[src/rtl/io_responder_pkg.sv]
// ============================================================================
// Module      : io_responder_pkg
// Description : Shared IO-bus defines: chip/write-enable levels, register
//               word offsets and CTRL/STATUS bit positions.
// Revision    : 1.0 - initial release
// ============================================================================
`default_nettype none

package io_responder_pkg;

    localparam logic c_CE_ACTIVE = 1'b1;
    localparam logic c_WE_WRITE  = 1'b1;
    localparam logic c_WE_READ   = 1'b0;

    typedef logic [5:0] word_off_t;

    localparam word_off_t c_OFF_GPIO_OUT = 6'h00;
    localparam word_off_t c_OFF_GPIO_IN  = 6'h01;
    localparam word_off_t c_OFF_CTRL     = 6'h02;
    localparam word_off_t c_OFF_LOAD     = 6'h03;
    localparam word_off_t c_OFF_COUNT    = 6'h04;
    localparam word_off_t c_OFF_STATUS   = 6'h05;

    localparam int c_CTRL_W           = 4;
    localparam int c_CTRL_EN          = 0;
    localparam int c_CTRL_AUTO_RELOAD = 1;
    localparam int c_CTRL_TIMER_IE    = 2;
    localparam int c_CTRL_GPIO_IE     = 3;

    localparam int c_STAT_W    = 2;
    localparam int c_STAT_TEXP = 0;
    localparam int c_STAT_GCHG = 1;

endpackage

`default_nettype wire

[src/rtl/io_sync.sv]
// ============================================================================
// Module      : io_sync
// Description : Multi-stage flop synchronizer for asynchronous board inputs.
// Revision    : 1.0 - initial release
// ============================================================================
`default_nettype none

module io_sync #(
    parameter int WIDTH  = 16,
    parameter int STAGES = 2
) (
    input  logic             clk,
    input  logic             rst,
    input  logic [WIDTH-1:0] d_i,
    output logic [WIDTH-1:0] q_o
);

    logic [WIDTH-1:0] sync_q [STAGES];

    always_ff @(posedge clk or posedge rst) begin
        if (rst) begin
            for (int i = 0; i < STAGES; i++) begin
                sync_q[i] <= '0;
            end
        end else begin
            sync_q[0] <= d_i;
            for (int i = 1; i < STAGES; i++) begin
                sync_q[i] <= sync_q[i-1];
            end
        end
    end

    assign q_o = sync_q[STAGES-1];

endmodule

`default_nettype wire

[src/rtl/io_responder.sv]
// ============================================================================
// Module      : io_responder
// Description : Memory-mapped GPIO + down-counting timer with level IRQ.
// Revision    : 1.0 - initial release
// ============================================================================
`default_nettype none

module io_responder
    import io_responder_pkg::*;
#(
    parameter int GPIO_W      = 16,
    parameter int SYNC_STAGES = 2
) (
    input  logic              clk,
    input  logic              rst,
    input  logic              ioCe,
    input  logic              ioWe,
    input  logic [31:0]       ioAddr,
    input  logic [31:0]       ioWtData,
    output logic [31:0]       ioRdData,
    input  logic [GPIO_W-1:0] gpioIn,
    output logic [GPIO_W-1:0] gpioOut,
    output logic              irq
);

    logic [GPIO_W-1:0]   gpio_out_q, gpio_out_d;
    logic [c_CTRL_W-1:0] ctrl_q, ctrl_d;
    logic [31:0]         load_q, load_d;
    logic [31:0]         count_q, count_d;
    logic [c_STAT_W-1:0] status_q, status_d;
    logic [GPIO_W-1:0]   gpio_prev_q;
    logic                irq_q, irq_d;

    logic [GPIO_W-1:0]   w_gpio_sync;
    logic                w_wr, w_rd;
    word_off_t           w_off;
    logic                w_texp_set, w_gchg_set;
    logic [31:0]         w_gpio_out_ext, w_gpio_in_ext;
    logic                w_unused_addr;

    io_sync #(
        .WIDTH  (GPIO_W),
        .STAGES (SYNC_STAGES)
    ) u_io_sync (
        .clk (clk),
        .rst (rst),
        .d_i (gpioIn),
        .q_o (w_gpio_sync)
    );

    // Only the word offset is decoded; the top nibble is decoded upstream.
    assign w_off         = ioAddr[7:2];
    assign w_unused_addr = ^{ioAddr[31:8], ioAddr[1:0]};
    assign w_wr          = (ioCe == c_CE_ACTIVE) && (ioWe == c_WE_WRITE);
    assign w_rd          = (ioCe == c_CE_ACTIVE) && (ioWe == c_WE_READ);

    always_comb begin
        w_gpio_out_ext = '0;
        w_gpio_out_ext[GPIO_W-1:0] = gpio_out_q;
        w_gpio_in_ext = '0;
        w_gpio_in_ext[GPIO_W-1:0] = w_gpio_sync;
    end

    // Hardware timer update first; bus writes below override it.
    always_comb begin
        gpio_out_d = gpio_out_q;
        ctrl_d     = ctrl_q;
        load_d     = load_q;
        count_d    = count_q;
        status_d   = status_q;
        w_texp_set = 1'b0;
        w_gchg_set = (w_gpio_sync != gpio_prev_q);

        if (ctrl_q[c_CTRL_EN]) begin
            if (count_q != 32'd0) begin
                count_d = count_q - 32'd1;
            end else begin
                w_texp_set = 1'b1;
                if (ctrl_q[c_CTRL_AUTO_RELOAD]) begin
                    count_d = load_q;
                end else begin
                    ctrl_d[c_CTRL_EN] = 1'b0;
                end
            end
        end

        if (w_wr) begin
            case (w_off)
                c_OFF_GPIO_OUT: gpio_out_d = ioWtData[GPIO_W-1:0];
                c_OFF_CTRL:     ctrl_d     = ioWtData[c_CTRL_W-1:0];
                c_OFF_LOAD: begin
                    load_d  = ioWtData;
                    count_d = ioWtData;
                end
                c_OFF_STATUS:   status_d   = status_q & ~ioWtData[c_STAT_W-1:0];
                default: ;
            endcase
        end

        if (w_texp_set) status_d[c_STAT_TEXP] = 1'b1;
        if (w_gchg_set) status_d[c_STAT_GCHG] = 1'b1;

        irq_d = (status_q[c_STAT_TEXP] & ctrl_q[c_CTRL_TIMER_IE]) |
                (status_q[c_STAT_GCHG] & ctrl_q[c_CTRL_GPIO_IE]);
    end

    always_ff @(posedge clk or posedge rst) begin
        if (rst) begin
            gpio_out_q  <= '0;
            ctrl_q      <= '0;
            load_q      <= '0;
            count_q     <= '0;
            status_q    <= '0;
            gpio_prev_q <= '0;
            irq_q       <= 1'b0;
        end else begin
            gpio_out_q  <= gpio_out_d;
            ctrl_q      <= ctrl_d;
            load_q      <= load_d;
            count_q     <= count_d;
            status_q    <= status_d;
            gpio_prev_q <= w_gpio_sync;
            irq_q       <= irq_d;
        end
    end

    always_comb begin
        ioRdData = '0;
        if (w_rd) begin
            case (w_off)
                c_OFF_GPIO_OUT: ioRdData = w_gpio_out_ext;
                c_OFF_GPIO_IN:  ioRdData = w_gpio_in_ext;
                c_OFF_CTRL:     ioRdData[c_CTRL_W-1:0] = ctrl_q;
                c_OFF_LOAD:     ioRdData = load_q;
                c_OFF_COUNT:    ioRdData = count_q;
                c_OFF_STATUS:   ioRdData[c_STAT_W-1:0] = status_q;
                default: ;
            endcase
        end
    end

    assign gpioOut = gpio_out_q;
    assign irq     = irq_q;

endmodule

`default_nettype wire

[config.mk]
export PLATFORM = sky130hd
export DESIGN_NAME = io_responder
export DESIGN_NICKNAME = d
export VERILOG_FILES = /design/src/rtl/io_responder_pkg.sv /design/src/rtl/io_sync.sv /design/src/rtl/io_responder.sv
export SDC_FILE = /design/constraint.sdc
export NUM_CORES = 1
export LEC_CHECK = 0
export ABC_AREA = 1
export CAP_MARGIN = 25
export CORE_ASPECT_RATIO = 0.7
export CORE_MARGIN = 4
export CORE_UTILIZATION = 57
export DETAILED_ROUTE_END_ITERATION = 8
export PLACE_DENSITY = 0.86
export SYNTH_ARGS = -nofsm -noshare
export SYNTH_HDL_FRONTEND = slang
export SYNTH_SLANG_ARGS = --single-unit
[constraint.sdc]
create_clock -name clk -period 7.68 [get_ports clk]
set_input_delay 1.536 -clock clk [delete_from_list [all_inputs] [get_ports clk]]
set_output_delay 1.536 -clock clk [all_outputs]
set_load 0.01 [all_outputs]
# After elaboration in Yosys (flattened, before gate mapping)

Cells that the tools add are included.

Flip-flop bits (word level): 135
Bits in latches: 0
Memory bits (writable): 0
Memory bits (read-only): 0
Bits of input ports: 84
Output and inout bits: 49
Word-level logic and storage cells: 57
Memories kept: 0

$add $sub $neg: 1
Multipliers: 0
Divide/modulo/power cells: 0
$lt $le $gt $ge: 0
Equal/unequal tests: 6
Shift operators: 0
Mux-type cells: 20
Bitwise gates (word level): 6
Reduce and logical (&&, ||, !) cells: 13

Operator list:

| cell                    | number |
|---|---|
| $mux W32                | 6 |
| $pmux W28 S4            | 1 |
| $reduce_bool A32 Y1     | 1 |
| $sub A32 B1 Y32 const B | 1 |
| $ne A16 B16 Y1          | 1 |
| $eq A6 B2 Y1 const B    | 2 |
| $eq A6 B3 Y1 const B    | 2 |
| $pmux W2 S6             | 1 |
| $pmux W2 S5             | 1 |
| $reduce_and A2 Y1       | 5 |
| $mux W1                 | 9 |
| $reduce_bool A2 Y1      | 4 |
| $eq A6 B1 Y1 const B    | 1 |
| $logic_not A6 Y1        | 1 |
| $mux W2                 | 2 |
| $and A1 B1 Y1           | 2 |
| $and A2 B2 Y2           | 1 |
| $logic_and A1 B1 Y1     | 2 |
| $not A2 Y2              | 1 |
| $not A1 Y1              | 1 |
| $or A1 B1 Y1            | 1 |

# Longest topological paths before layout

Word-level depth: 5
Mapped depth: 14
Depth with buffers taken out: 13

# Modules after synthesis

From an unflattened synthesis, not the netlist that was laid out.

Cell total of the unflattened synthesis: 1,043
Area total of the unflattened synthesis: 7,514.7 um2

Modules (own cells, without submodules):

| module       | times used | cells each | area an instance (um2) | sequential area each (um2) |
|---|---|---|---|---|
| io_responder | 1          | 994        | 6,590.1                | 2,577.5 |
| io_sync      | 1          | 49         | 924.6                  | 800.8 |

# Worst setup path before layout

No wires, ideal clock.

Path type: in2out
Start point: in ioAddr[4]
End point: out ioRdData[18]
Arrival time: 2.526 ns
Required time: 6.144 ns
Path slack: 3.618 ns
Stages: 8
Buffers on the path: 1
Path through: inv_1 > nand2_1 > nor2_1 > nand2_1 > clkinv_1 > buf_2 > a22oi_1 > nor2_1

Word-level cells in the longest chain between the ends: 3
Elaborated cells on any way between the ends: 6
Classes of those cells: eq/ne (3); mux (2); reduce/logical (1)

Ends and longest elaborated chain:

| what                                 | RTL line            | text |
|---|---|---|
| start, declared                      | io_responder.sv:18  | `input logic [31:0] ioAddr,` |
| $eq A6 B3 Y1 (tied with other cells) | io_responder.sv:130 | `case (w_off)` |
| $pmux W28 S4 (*)                     | io_responder.sv:130 |  |
| $mux W32 (*)                         | io_responder.sv:129 | `if (w_rd) begin` |
| end, declared                        | io_responder.sv:20  | `output logic [31:0] ioRdData,` |

Mark *: on every way between the ends. The rest lies on a longest branch, timed or not.

# Worst setup path in the final report

Start point: in ioAddr[4]
End point: out ioRdData[0]

Word-level cells in the longest chain between the ends: 3
Elaborated cells on any way between the ends: 8
Classes of those cells: eq/ne (5); mux (2); reduce/logical (1)

Ends and longest elaborated chain:

| what                                 | RTL line |
|---|---|
| $eq A6 B3 Y1 (tied with other cells) | io_responder.sv:130 |
| $pmux W2 S6 (*)                      | io_responder.sv:130 |
| $mux W32 (*)                         | io_responder.sv:129 |

Marked as above.

==> flow_metrics.py <==
metrics = {
    "outcome": {
        "outcome": "finished clean",
    },
    "clock_network": {
        "hold_buffers": 0,
        "post_cts_resized": 0,
        "post_cts_buffers": 0,
        "clkLatencyLatePin_ns": 0.43,
        "cts_sinks": 135,
        "clk_pin_slew_ns": 0.07,
        "cts_tree": "built",
        "clockBufferDepth": 2,
        "htreeDepth": 4,
        "clock_tree.root_cell": "clkbuf_16",
        "cts_made_buffers": 17,
    },
    "route": {
        "ant_nets": 0,
        "drc_errors": 0,
        "viasPerCell": 5.70,
        "routed_wl_mm": 20.8,
        "route.vias.total": 7119,
        "first_pass_iters": 6,
        "drtIter0Drc": 749,
        "routedWlPerCell_um": 16.7,
    },
    "synthesis": {
        "synth-seq-cells": 135,
        "synth-edff-count": 0,
        "yosys_warnings": 0,
        "synth.cell_area_um2": 7400,
        "synthArstFlopShare_pct": 100,
        "syn-instance-count": 984,
        "yosys.area.top_type": "dfrtp_1",
        "ys_types": 36,
        "synth_top_area_share_pct": 45.6,
        "synth.area.top_cells": "dfrtp_1 46%, nand2_1 18%, nor2_1 4.6%, inv_1 4.1%, o21ai_0 3.9%",
        "yosysSeqAreaShare_pct": 45.6,
        "synthesis.nets": 1070,
        "synth_ff_type": "dfrtp_1",
        "synth_most_common_cell": "nand2_1",
        "postSynthAreaPerCell_um2": 7.52,
        "synth_common_cells": "359 x nand2_1, 135 x dfrtp_1, 91 x nor2_1, 80 x inv_1, 57 x o21ai_0",
    },
    "global_routing": {
        "grt_first_pass_wirelength_mm": 33.8,
        "overflow": 0,
        "grt_util_all_layers_pct": 29.1,
        "grt_max_degree": 70,
        "grt_pass1_vias": 6851,
        "antenna_found_initial": 0,
    },
    "floorplan": {
        "die_w_um": 144,
        "pin_count": 133,
        "core_region_area_um2": 12500,
        "fp-row-count": 34,
        "initial_core_util_pct": 59.0,
        "dieArea_um2": 14900,
        "die_y_um": 103,
    },
    "layout": {
        "n_fill_cell": 961,
        "multi_input_area_um2": 3480,
        "stdcell_count": 1249,
        "syn_to_final_growth_pct": 23.0,
        "regArea_um2": 3380,
        "nets": 1160,
        "antenna_cells": 0,
        "drive_above_1_share_pct": 7.82,
    },
    "timing": {
        "finalSetupViolations": 0,
        "min_period_ns": 6.12,
        "hold_viol": 0,
        "skew_ns": 0.0101,
        "rsz0062_at_grt": "no",
        "drv_slew": 0,
        "slew_headroom_pct": 28.6,
        "clock.fmax_mhz": 163,
        "period_share_pct": 79.7,
        "tightest_slew_ns": 1.07,
        "setup_tns_ns": 0,
    },
    "power": {
        "p_leak_uw": 0.00435,
        "p_sw_share_pct": 38.7,
        "power_frac_comb_pct": 28.8,
        "p_sw_uw": 976,
        "power.internal_uw": 1540,
        "power.clock.fraction_pct": 33.2,
        "p_seq_share_pct": 38.0,
        "power_density_nw_per_um2": 277,
        "worst_ir_drop_vdd_v": 0.000205,
    },
    "setup_path": {
        "critPathLaunch": "ioAddr[4]",
        "r2r_start": "count_q[19]",
        "path_max_fanout": 21,
        "start_kind": "primary input",
        "path_class": "in -> out",
        "worst-endpoint-required_ns": 6.14,
        "r2r_slack_ns": 5.40,
        "worstPathArrival_ns": 4.59,
        "end_kind": "output port",
    },
    "min_path": {
        "hold_start": "u_io_sync.sync_q[26]",
        "hp-class": "reg -> reg",
    },
    "place": {
        "hpwl_mm": 14.4,
        "io_buffers": 106,
        "place_congestion": 0.973,
        "dp.cells": 1217,
    },
    "run": {
        "drv_cap": 0,
    },
}
==> cell families after synthesis <==
family,after synthesis,synth area share (%)
and+or+nand+nor,538,30.4
AOI/OAI and AO/OA,149,11.7
DFF,135,45.6
buffers and inverters,126,7.49
xor gates and xnor gates,22,2.60
muxes,12,1.83
adders and majority gates,2,0.338
==> registers in the layout (all words and copies together), names as in the netlist <==
signal	cells
ctrl_q	4
u_io_sync.q_o	16
load_q	32
status_q	2
gpio_prev_q	16
gpioOut	16
u_io_sync.sync_q	16
count_q	32
irq	1
==> stage by stage <==
step                      power (µW)  instance area [µm²]  util [%]  hold slack, ns  setup slack [ns]
after floorplan                 1450                 7400         -           0.331              2.53
after global placement          1640                 8480      67.6           0.331              1.57
after detailed placement        1660                 8490      67.7           0.335              1.61
after CTS                       2500                 9100      72.5           0.349              1.61
after global routing            2660                 9100      72.5           0.357              1.40
final                           2520                 9100      72.5           0.346              1.56
==> worst paths after layout <==
path | to | cells after the start
max in group asynchronous | count_q[12] | 3
min in group asynchronous | u_io_sync.sync_q[16] | 2
setup reg to reg | count_q[1] | 8
setup / recovery | ioRdData[0] | 8
hold reg to reg | u_io_sync.q_o[10] | 0
hold / removal | u_io_sync.q_o[10] | 0
==> area by class of cell <==
type / instances / share of cell area [%]
clock buffers: 17 / 4.67
clock inverters: 15 / 2.01
inverters: 85 / 3.56
multi-input cells: 723 / 38.2
flip-flops and latches: 135 / 37.1
well taps: 162 / 2.23
repair buffers: 112 / 12.2
==> critical path, stage by stage <==
cell and delay, ns:
clkdlybuf4s50_1 0.48, inv_1 0.06, nor2_1 0.15, nand3_1 0.46
inv_1 0.82, a22oi_1 0.23, a31oi_1 0.25, clkdlybuf4s50_1 0.58
==> layer usage <==
| metal | vias to the layer above | global-route usage, % | part of all wire [%] |
|---|---|---|---|
| met2 | 369 | 44.3 | 44 |
| li1 | 3343 | - | - |
| met4 | 0 | 10.3 | 2.1 |
| met1 | 3363 | 41.2 | 45 |
| met3 | 44 | 7.08 | 9.5 |
| met5 | - | 0 | 0 |
==> layout by cell type (no fill, tap or decap), types with 5 or more instances in the layout <==
| master | n |
|---|---|
| a22oi_1 | 19 |
| o22ai_1 | 15 |
| o21ai_1 | 6 |
| clkdlybuf4s50_1 | 106 |
| nand2_1 | 359 |
| inv_8 | 6 |
| o21ai_0 | 57 |
| nor2_2 | 8 |
| nor2_4 | 8 |
| mux2_2 | 10 |
| xnor2_1 | 14 |
| nand3_1 | 40 |
| nor2_1 | 91 |
| nand2_2 | 12 |
| a21oi_1 | 36 |
| clkbuf_16 | 17 |
| nand4_1 | 13 |
| dfrtp_1 | 135 |
| xor2_1 | 8 |
| inv_1 | 79 |
| a221oi_1 | 13 |
| buf_4 | 5 |
==> power by group through the flow <==
stage	Combinational (µW)	Clock, µW	Sequential [µW]
2_1_floorplan	533	0	920
4_1_cts	711	841	953
6_report	725	836	958
3_5_place_dp	701	0	964
5_1_grt	816	871	973
3_3_place_gp	677	0	960
Power figures use the tool's default switching activity.
